===== config.mk =====
export PLATFORM = sky130hd
export DESIGN_NAME = branch_predictor_bht
export DESIGN_NICKNAME = d
export VERILOG_FILES = /design/src/rtl/branch_predictor_bht.sv
export SDC_FILE = /design/constraint.sdc
export NUM_CORES = 1
export LEC_CHECK = 0
export BUFFER_PORTS_ARGS = -buffer_cell sky130_fd_sc_hd__buf_4
export CORE_MARGIN = 4
export CORE_UTILIZATION = 52
export DETAILED_ROUTE_END_ITERATION = 10
export GPL_TIMING_DRIVEN = 1
export HOLD_SLACK_MARGIN = 0.02
export PLACE_DENSITY_LB_ADDON = 0.25
export REMOVE_ABC_BUFFERS = 1
export SLEW_MARGIN = 20
export SYNTH_ARGS = -nofsm -noshare
export SYNTH_HDL_FRONTEND = slang
export SYNTH_SLANG_ARGS = --single-unit

===== constraint.sdc =====
create_clock -name clk -period 2.6 [get_ports clk]
set_input_delay 0.52 -clock clk [delete_from_list [all_inputs] [get_ports clk]]
set_output_delay 0.52 -clock clk [all_outputs]
set_load 0.02 [all_outputs]

===== src/rtl/branch_predictor_bht.sv =====
// rtl/branch_predictor_bht.sv - 2-bit saturating-counter branch history table with mispredict stats
module branch_predictor_bht #(
    parameter int INDEX_W = 6,
    parameter int CNT_W   = 32
) (
    input  logic             clk,
    input  logic             rst_n,
    input  logic             fetch_valid,
    input  logic [31:0]      fetch_pc,
    input  logic             stall,
    output logic             pred_valid,
    output logic             pred_taken,
    input  logic             resolve_valid,
    input  logic [31:0]      resolve_pc,
    input  logic             resolve_taken,
    input  logic             resolve_pred_taken,
    output logic             mispredict,
    output logic [CNT_W-1:0] branch_count,
    output logic [CNT_W-1:0] mispredict_count
);
    localparam int DEPTH = 1 << INDEX_W;
    localparam logic [CNT_W-1:0] CNT_ONE = CNT_W'(1);
    localparam logic [CNT_W-1:0] CNT_MAX = '1;

    logic [1:0]         tbl [DEPTH];
    logic [INDEX_W-1:0] fidx;
    logic [INDEX_W-1:0] ridx;
    logic [1:0]         rcur;
    logic [1:0]         rnext;
    logic               look_bit;
    logic               mis_event;

    assign fidx      = fetch_pc[INDEX_W+1:2];
    assign ridx      = resolve_pc[INDEX_W+1:2];
    assign mis_event = resolve_valid & (resolve_taken ^ resolve_pred_taken);

    always_comb begin
        rcur  = tbl[ridx];
        rnext = rcur;
        if (resolve_taken) begin
            if (rcur != 2'b11) rnext = rcur + 2'd1;
        end else begin
            if (rcur != 2'b00) rnext = rcur - 2'd1;
        end
    end

    // Write-first: a same-cycle update to the looked-up entry is visible to the lookup.
    always_comb begin
        look_bit = tbl[fidx][1];
        if (resolve_valid && (ridx == fidx)) look_bit = rnext[1];
    end

    always_ff @(posedge clk or negedge rst_n) begin
        if (!rst_n) begin
            for (int i = 0; i < DEPTH; i++) tbl[i] <= 2'b01;
        end else if (resolve_valid) begin
            tbl[ridx] <= rnext;
        end
    end

    always_ff @(posedge clk or negedge rst_n) begin
        if (!rst_n) begin
            pred_valid <= 1'b0;
            pred_taken <= 1'b0;
        end else if (!stall) begin
            pred_valid <= fetch_valid;
            pred_taken <= fetch_valid & look_bit;
        end
    end

    always_ff @(posedge clk or negedge rst_n) begin
        if (!rst_n) begin
            mispredict       <= 1'b0;
            branch_count     <= '0;
            mispredict_count <= '0;
        end else begin
            mispredict <= mis_event;
            if (resolve_valid && (branch_count != CNT_MAX))
                branch_count <= branch_count + CNT_ONE;
            if (mis_event && (mispredict_count != CNT_MAX))
                mispredict_count <= mispredict_count + CNT_ONE;
        end
    end
endmodule

==> reports/results.ini, run 1 <==
[run_status]
status = finished with violations
violations = setup timing

[clock_network]
postCtsSetupBuffers = 0
cts_buffers = 17
cts_max_level = 4
path_clk_slew_ps = 80
tritoncts = built
insertion_delay_ps = 440
cts_sinks = 195
root_buffer = clkbuf_16
clockBufferDepth = 2

[critical_path]
worstPathArrival_ps = 3110
end_kind = flip-flop
crit_required_ps = 2920
critical_path_class = flip-flop to flip-flop
cp_max_fo = 28
reg2reg_setup_slack_ps = -190
start_kind = flip-flop

[sta]
final_hold_viol_count = 0
finalSetupViolCount = 129
rsz0062_at_grt = true
relSlewSlack_pct = 24.68
maxSlewViolCount = 0
tns_ps = -17670
min_period_ps = 2790
finalWorstSetupSlack_ps = -189.6
worst_pin_slew_ps = 1126
max_freq_ghz = 0.3585
finClkSkew_ps = 13.47
fin_crit_sh_pct = 107.3

[place]
io_buffers = 85
dp_hpwl_um = 17380
dp.cells = 1180
gp_congestion = 0.8771

[synth]
netlist_instances = 798
synth_edf_count = 0
synth_top_cell_area_share_pct = 33.04
ys_seq_area_share_pct = 49.99
ys_seq_elements = 195
ys.flop_type = dfrtp_1
synthesis.area_sq_mm = 0.009921
netlist.top_cell.by_area = dfrtp_1
synth_cell_type_count = 60
synth_commonest_cells = mux2_2, dfrtp_1, nand2_1, dfstp_2, nor2_1
synth_area_per_cell_sq_um = 12.43
synth.area.top_cells = dfrtp_1, dfstp_2, mux2_2
synth_most_common_cell = mux2_2
ys_async_sr_fraction_pct = 100.0
yosysWarnings = 0

[route]
drc = 0
detailroute.via_count = 7055
drt-initial-drc-count = 386
post_drt_wl_per_cell_um = 20.10
drtPass1Iterations = 4
viasPerCell = 5.821
drt_wl_total_um = 24360
drtAntennaViolNets = 0

[floorplan]
num_rows = 50
die_height_um = 146.1
die-area_sq_mm = 0.02135
core_sq_mm = 0.01871
io_pins = 138
initial_utilization_pct = 53.04
die_x_um = 146.1

[power]
seqPwrFrac_pct = 47.1
net-switching-power_mw = 2.335
powerDensity_mw_per_mm2 = 655.8
peakVddDrop_mv = 0.6358
switching_share_pct = 28.98
leakagePower_nw = 5.573
internal_power_mw = 5.720
p_comb_share_pct = 19.5
p_clk_share_pct = 33.5

[global_route]
grtUsageTotal_pct = 23.33
antenna_found_initial = 0
grt_pass1_vias = 7408
grt_max_degree = 68
grt_pass1_wl_um = 39700
gr-total-overflow = 0

[cells_and_area]
areaGrowthSynthToFinish_pct = 23.80
drive_gt1_share_pct = 47.75
n_antenna_cell = 0
layout.nets = 1038
finalNonFillerCells = 1212
fillers = 1428

[worst_hold_path]
hold_path.class = primary input to asynchronous set/reset pin

[flow_run]
cap_viol_max_count = 0

[cell usage in the layout (no fill, tap or decap), types with 3 or more instances in the layout]
cell       Yosys  layout
o21ai_0        6       6
and3_1        15      15
nand4_1       14      14
buf_4          1     174
nor2b_1        4       3
xnor2_1       48      48
nand3b_1       3       3
nand3_1       27      27
clkbuf_16      0      17
a21oi_1        8       7
dfstp_2       64      64
nand2b_1       3       3
and2_1         6       6
nand4b_1       3       3
nand2_1       83      83
nor3_1         9       9
clkinv_8       0       3
a221oi_1       4       4
and4_1         5       5
mux2i_1       18      18
inv_1          6       6
dfrtp_1      131     131
mux2_2       138     116
or3_1          5       5
inv_8          0       6
nor2_1        60      60
mux4_2        37      37
buf_12         0      13
mux2_4         0      22
xor2_1        21      21
[area by class of cell]
class	instances	area (sq um)	share of cell area, %
repair buffers	188	1580	12.87
multi-input cells	557	4817	39.22
clock buffers	17	425.4	3.464
clock inverters	15	183.9	1.498
flip-flops and latches	195	4960	40.38
well taps	234	292.8	2.384
inverters	6	22.52	0.1834
[through the flow]
| stage | hold slack [ps] | instance area, sq um | total power [mW] | worst slack [ps] | util, % |
|---|---|---|---|---|---|
| 2_1_floorplan | 224.4 | 9699 | 4.596 | -278.5 | - |
| 3_3_place_gp | 449.2 | 11570 | 5.322 | -573.6 | 61.87 |
| 3_5_place_dp | 462.8 | 11570 | 5.369 | -659.3 | 61.87 |
| 4_1_cts | 93.70 | 12210 | 8.085 | -176.6 | 65.28 |
| 5_1_grt | 117.2 | 12280 | 8.413 | -253.4 | 65.66 |
| 6_report | 78.59 | 12280 | 8.055 | -189.6 | 65.66 |
[power groups by stage]
| stage | sequential (mW) | clock [mW] | combinational (mW) |
|---|---|---|---|
| 2_1_floorplan | 3.89 | 0 | 0.711 |
| 3_3_place_gp | 3.82 | 0 | 1.50 |
| 3_5_place_dp | 3.83 | 0 | 1.54 |
| 4_1_cts | 3.78 | 2.75 | 1.55 |
| 5_1_grt | 3.84 | 2.89 | 1.69 |
| 6_report | 3.79 | 2.70 | 1.57 |
[timing repair]
item | CTS | global route
resized for setup | 8 | 18
pin swaps | 0 | 2
setup endpoints to repair | 129 | 129
hold buffers | 0 | 0
[routing by layer]
metal | up-vias | track usage, % | wire length [um]
met1 | 3567 | 33.07 | 10930
met5 | - | 0 | 0
met3 | 40 | 4.469 | 1330
li1 | 3224 | - | -
met4 | 0 | 6.632 | 520
met2 | 224 | 37.07 | 11590
[logic make-up after synthesis]
kind of cell | count (synthesis) | synth area share, %
compound gates | 40 | 2.876
xor+xnor | 69 | 6.092
fa+ha+maj | 4 | 0.4792
buf+inv | 46 | 2.459
flops | 195 | 49.99
mux | 193 | 25.88
simple gates | 251 | 12.22
[flip-flops by register name, summed over array words and instances (netlist names)]
signal            count
mispredict_count     32
tbl                 128
pred_taken            1
pred_valid            1
branch_count         32
mispredict            1
[path summary, 6_finish.rpt]
| kind | startpoint | to | cells past startpoint |
|---|---|---|---|
| worst max-delay path | tbl[55] | pred_taken | 8 |
| worst min-delay path | rst_n | tbl[111] | 1 |
| worst max register to register | tbl[55] | pred_taken | 8 |
| worst min register to register | pred_valid | pred_valid | 2 |
| max in group asynchronous | rst_n | tbl[70] | 2 |
| min in group clk | stall | pred_valid | 3 |
[critical path: stages (launching register included)]
cell      delay, ps
dfrtp_1         400
mux4_2          470
a221o_1         360
a211o_1         330
a21oi_2         110
o211ai_1        130
maj3_2          380
buf_12          180
a221o_1         290
No activity file was read; power rests on OpenSTA's default activity.
==> inputs of run 2 (changes only) <==
--- a/config.mk
+++ b/config.mk
@@ -10,7 +10,7 @@
 export CORE_UTILIZATION = 52
 export DETAILED_ROUTE_END_ITERATION = 10
 export GPL_TIMING_DRIVEN = 1
-export HOLD_SLACK_MARGIN = 0.02
+export HOLD_SLACK_MARGIN = 0.1
 export PLACE_DENSITY_LB_ADDON = 0.25
 export REMOVE_ABC_BUFFERS = 1
 export SLEW_MARGIN = 20
==> run 2 against run 1 <==
Compared with the run above: the flow still finishes with violations (setup timing); die area unchanged; setup slack about the same; utilization increased by 0.054 points; sequential cell count unchanged.
==> reports/results.ini, run 2 (synthesis results as in run 1) <==
[run_status]
status = finished with violations  ; unchanged
violations = setup timing  ; unchanged

[place]
pre_cts_ws_ps = -659.3  ; unchanged
io_buffers = 85  ; unchanged
gp_congestion = 0.8771  ; unchanged
dp_hpwl_um = 17380  ; unchanged

[floorplan]
die_height_um = 146.1  ; unchanged
io_pins = 138  ; unchanged
num_rows = 50  ; unchanged
die-area_sq_mm = 0.02135  ; unchanged
initial_utilization_pct = 53.04  ; unchanged
core_sq_mm = 0.01871  ; unchanged
die_x_um = 146.1  ; unchanged

[clock_network]
postCtsSetupBuffers = 0  ; unchanged
tritoncts = built  ; unchanged
clockBufferDepth = 2  ; unchanged
cts_max_level = 4  ; unchanged
insertion_delay_ps = 450  ; was 440 ps
cts_buffers = 17  ; unchanged
root_buffer = clkbuf_16  ; unchanged
cts_sinks = 195  ; unchanged
path_clk_slew_ps = 80  ; about the same

[critical_path]
reg2regPathDepth = 8  ; unchanged
cp_slowest_cell = mux4_2  ; unchanged
crit_top_cell = a221o_1  ; unchanged
worstPathArrival_ps = 3110  ; about the same
cp.depth = 8  ; unchanged
critical_path_class = flip-flop to flip-flop  ; unchanged
cp.buffers_inverters = 1  ; unchanged
crit_family = compound AO/OA/AOI/OAI gates  ; unchanged
path_cells = mux4_2 > a221o_1 > a211o_1 > a21oi_2 > o211ai_1 > maj3_2 > buf_12 > a221o_1  ; unchanged
crit_required_ps = 2920  ; about the same
cp_max_fo = 28  ; unchanged
end_kind = flip-flop  ; unchanged
cp_slowest_stage_delay_ps = 470  ; about the same
start_kind = flip-flop  ; unchanged

[sta]
max_freq_ghz = 0.3585  ; about the same
fin_crit_sh_pct = 107.3  ; about the same
min_period_ps = 2789  ; was 2790 ps
rsz0062_at_grt = true  ; unchanged
maxSlewViolCount = 0  ; unchanged
finalSetupViolCount = 129  ; unchanged
final_hold_viol_count = 0  ; unchanged
tns_ps = -17670  ; about the same
relSlewSlack_pct = 24.60  ; was 24.68%
finClkSkew_ps = 13.38  ; was 13.47 ps
worst_pin_slew_ps = 1127  ; was 1126 ps
finalWorstSetupSlack_ps = -189.3  ; was -189.6 ps

[global_route]
grt_max_degree = 68  ; unchanged
grt_pass1_vias = 7408  ; unchanged
gr-total-overflow = 0  ; unchanged
grtUsageTotal_pct = 23.33  ; unchanged
grt_pass1_wl_um = 39700  ; unchanged
antenna_found_initial = 0  ; unchanged

[route]
drt_wl_total_um = 24340  ; was 24360 um
drt-initial-drc-count = 378  ; was 386
viasPerCell = 5.809  ; was 5.821
drtAntennaViolNets = 0  ; unchanged
drtPass1Iterations = 5  ; was 4
detailroute.via_count = 7046  ; was 7055
post_drt_wl_per_cell_um = 20.06  ; was 20.10 um
drc = 0  ; unchanged

[worst_hold_path]
min_path_cells = 3
hold_path.class = primary input to flip-flop  ; was primary input to asynchronous set/reset pin

[power]
powerDensity_mw_per_mm2 = 655.2  ; was 655.8 mW/mm^2
peakVddDrop_mv = 0.6358  ; about the same
power_mw = 8.053  ; was 8.055 mW
leakagePower_nw = 5.577  ; was 5.573 nW

[cells_and_area]
layout.nets = 1039  ; was 1038
final_common_cell = buf_4  ; unchanged
n_antenna_cell = 0  ; unchanged
reg_top3 = tbl: 128 flops, branch_count: 32 flops, mispredict_count: 32 flops  ; unchanged
largest_register = tbl  ; unchanged
drive_gt1_share_pct = 47.70  ; was 47.75%
areaGrowthSynthToFinish_pct = 23.90  ; was 23.80%
final_cell_mix = buf_4, dfrtp_1, mux2_2  ; unchanged
largest_register_ffs = 128  ; unchanged
post-route-util_pct = 65.71  ; was 65.66%

[flow_run]
cap_viol_max_count = 0  ; unchanged

run 2: changes by cell type in the layout (fill, tap and decap cells not counted):
cell / delta
dlygate4sd3_1: +1
run 2: report_power, final:
group / total, mW / switching, mW / internal (mW)
clock: 2.70 / 1.31 / 1.39
combinational: 1.57 / 0.748 / 0.819
sequential: 3.79 / 0.277 / 3.51
run 2: worst reg2reg max path, delay by kind of cell, from the launching register on:
kind	cells	cell delay, ps
AO/OA/AOI/OAI	5	1230
multiplexers	1	470
flip-flops	1	400
adder cells (fa/ha/maj)	1	380
buffers and inverters	1	180
run 2: stage by stage:
step,area [sq um],cells,hold slack [ps]
after floorplan,9699,758,224.4
after CTS,12220,1213,281.1
after global placement,11570,1180,449.2
after global routing,12290,1213,335.7
after detailed placement,11570,1180,462.8
final,12290,1213,298.9
run 2: timing repair:
action / in CTS / in global routing
hold buffers: 1 / 0
hold endpoints to repair: 7 / 0
setup endpoints to repair: 129 / 129
pin swaps: 0 / 2
gates resized for setup: 8 / 18
run 2: path summary, 6_finish.rpt:
check                                 from  slack [ps]    endpoint
min in group asynchronous            rst_n         660     tbl[97]
worst min-delay path                 stall         300  pred_valid
worst min register to register  pred_valid         480  pred_valid
max in group asynchronous            rst_n        1190     tbl[70]
worst max register to register     tbl[63]        -190  pred_taken
worst max-delay path               tbl[63]        -190  pred_taken
run 2: final cells by class:
cell class | count | area, sq um
Inverter | 6 | 22.52
Multi-Input combinational cell | 557 | 4817
Sequential cell | 195 | 4960
Timing Repair Buffer | 189 | 1590
Tap cell | 234 | 292.8
Clock inverter | 15 | 183.9
Clock buffer | 17 | 425.4
Fill cell | 1427 | 6414
run 2: metal layers:
layer / GRT usage, % / wire length [um]
met3: 4.438 / 1313
met5: 0 / 0
met2: 37.07 / 11650
met4: 6.632 / 473
met1: 33.09 / 10900
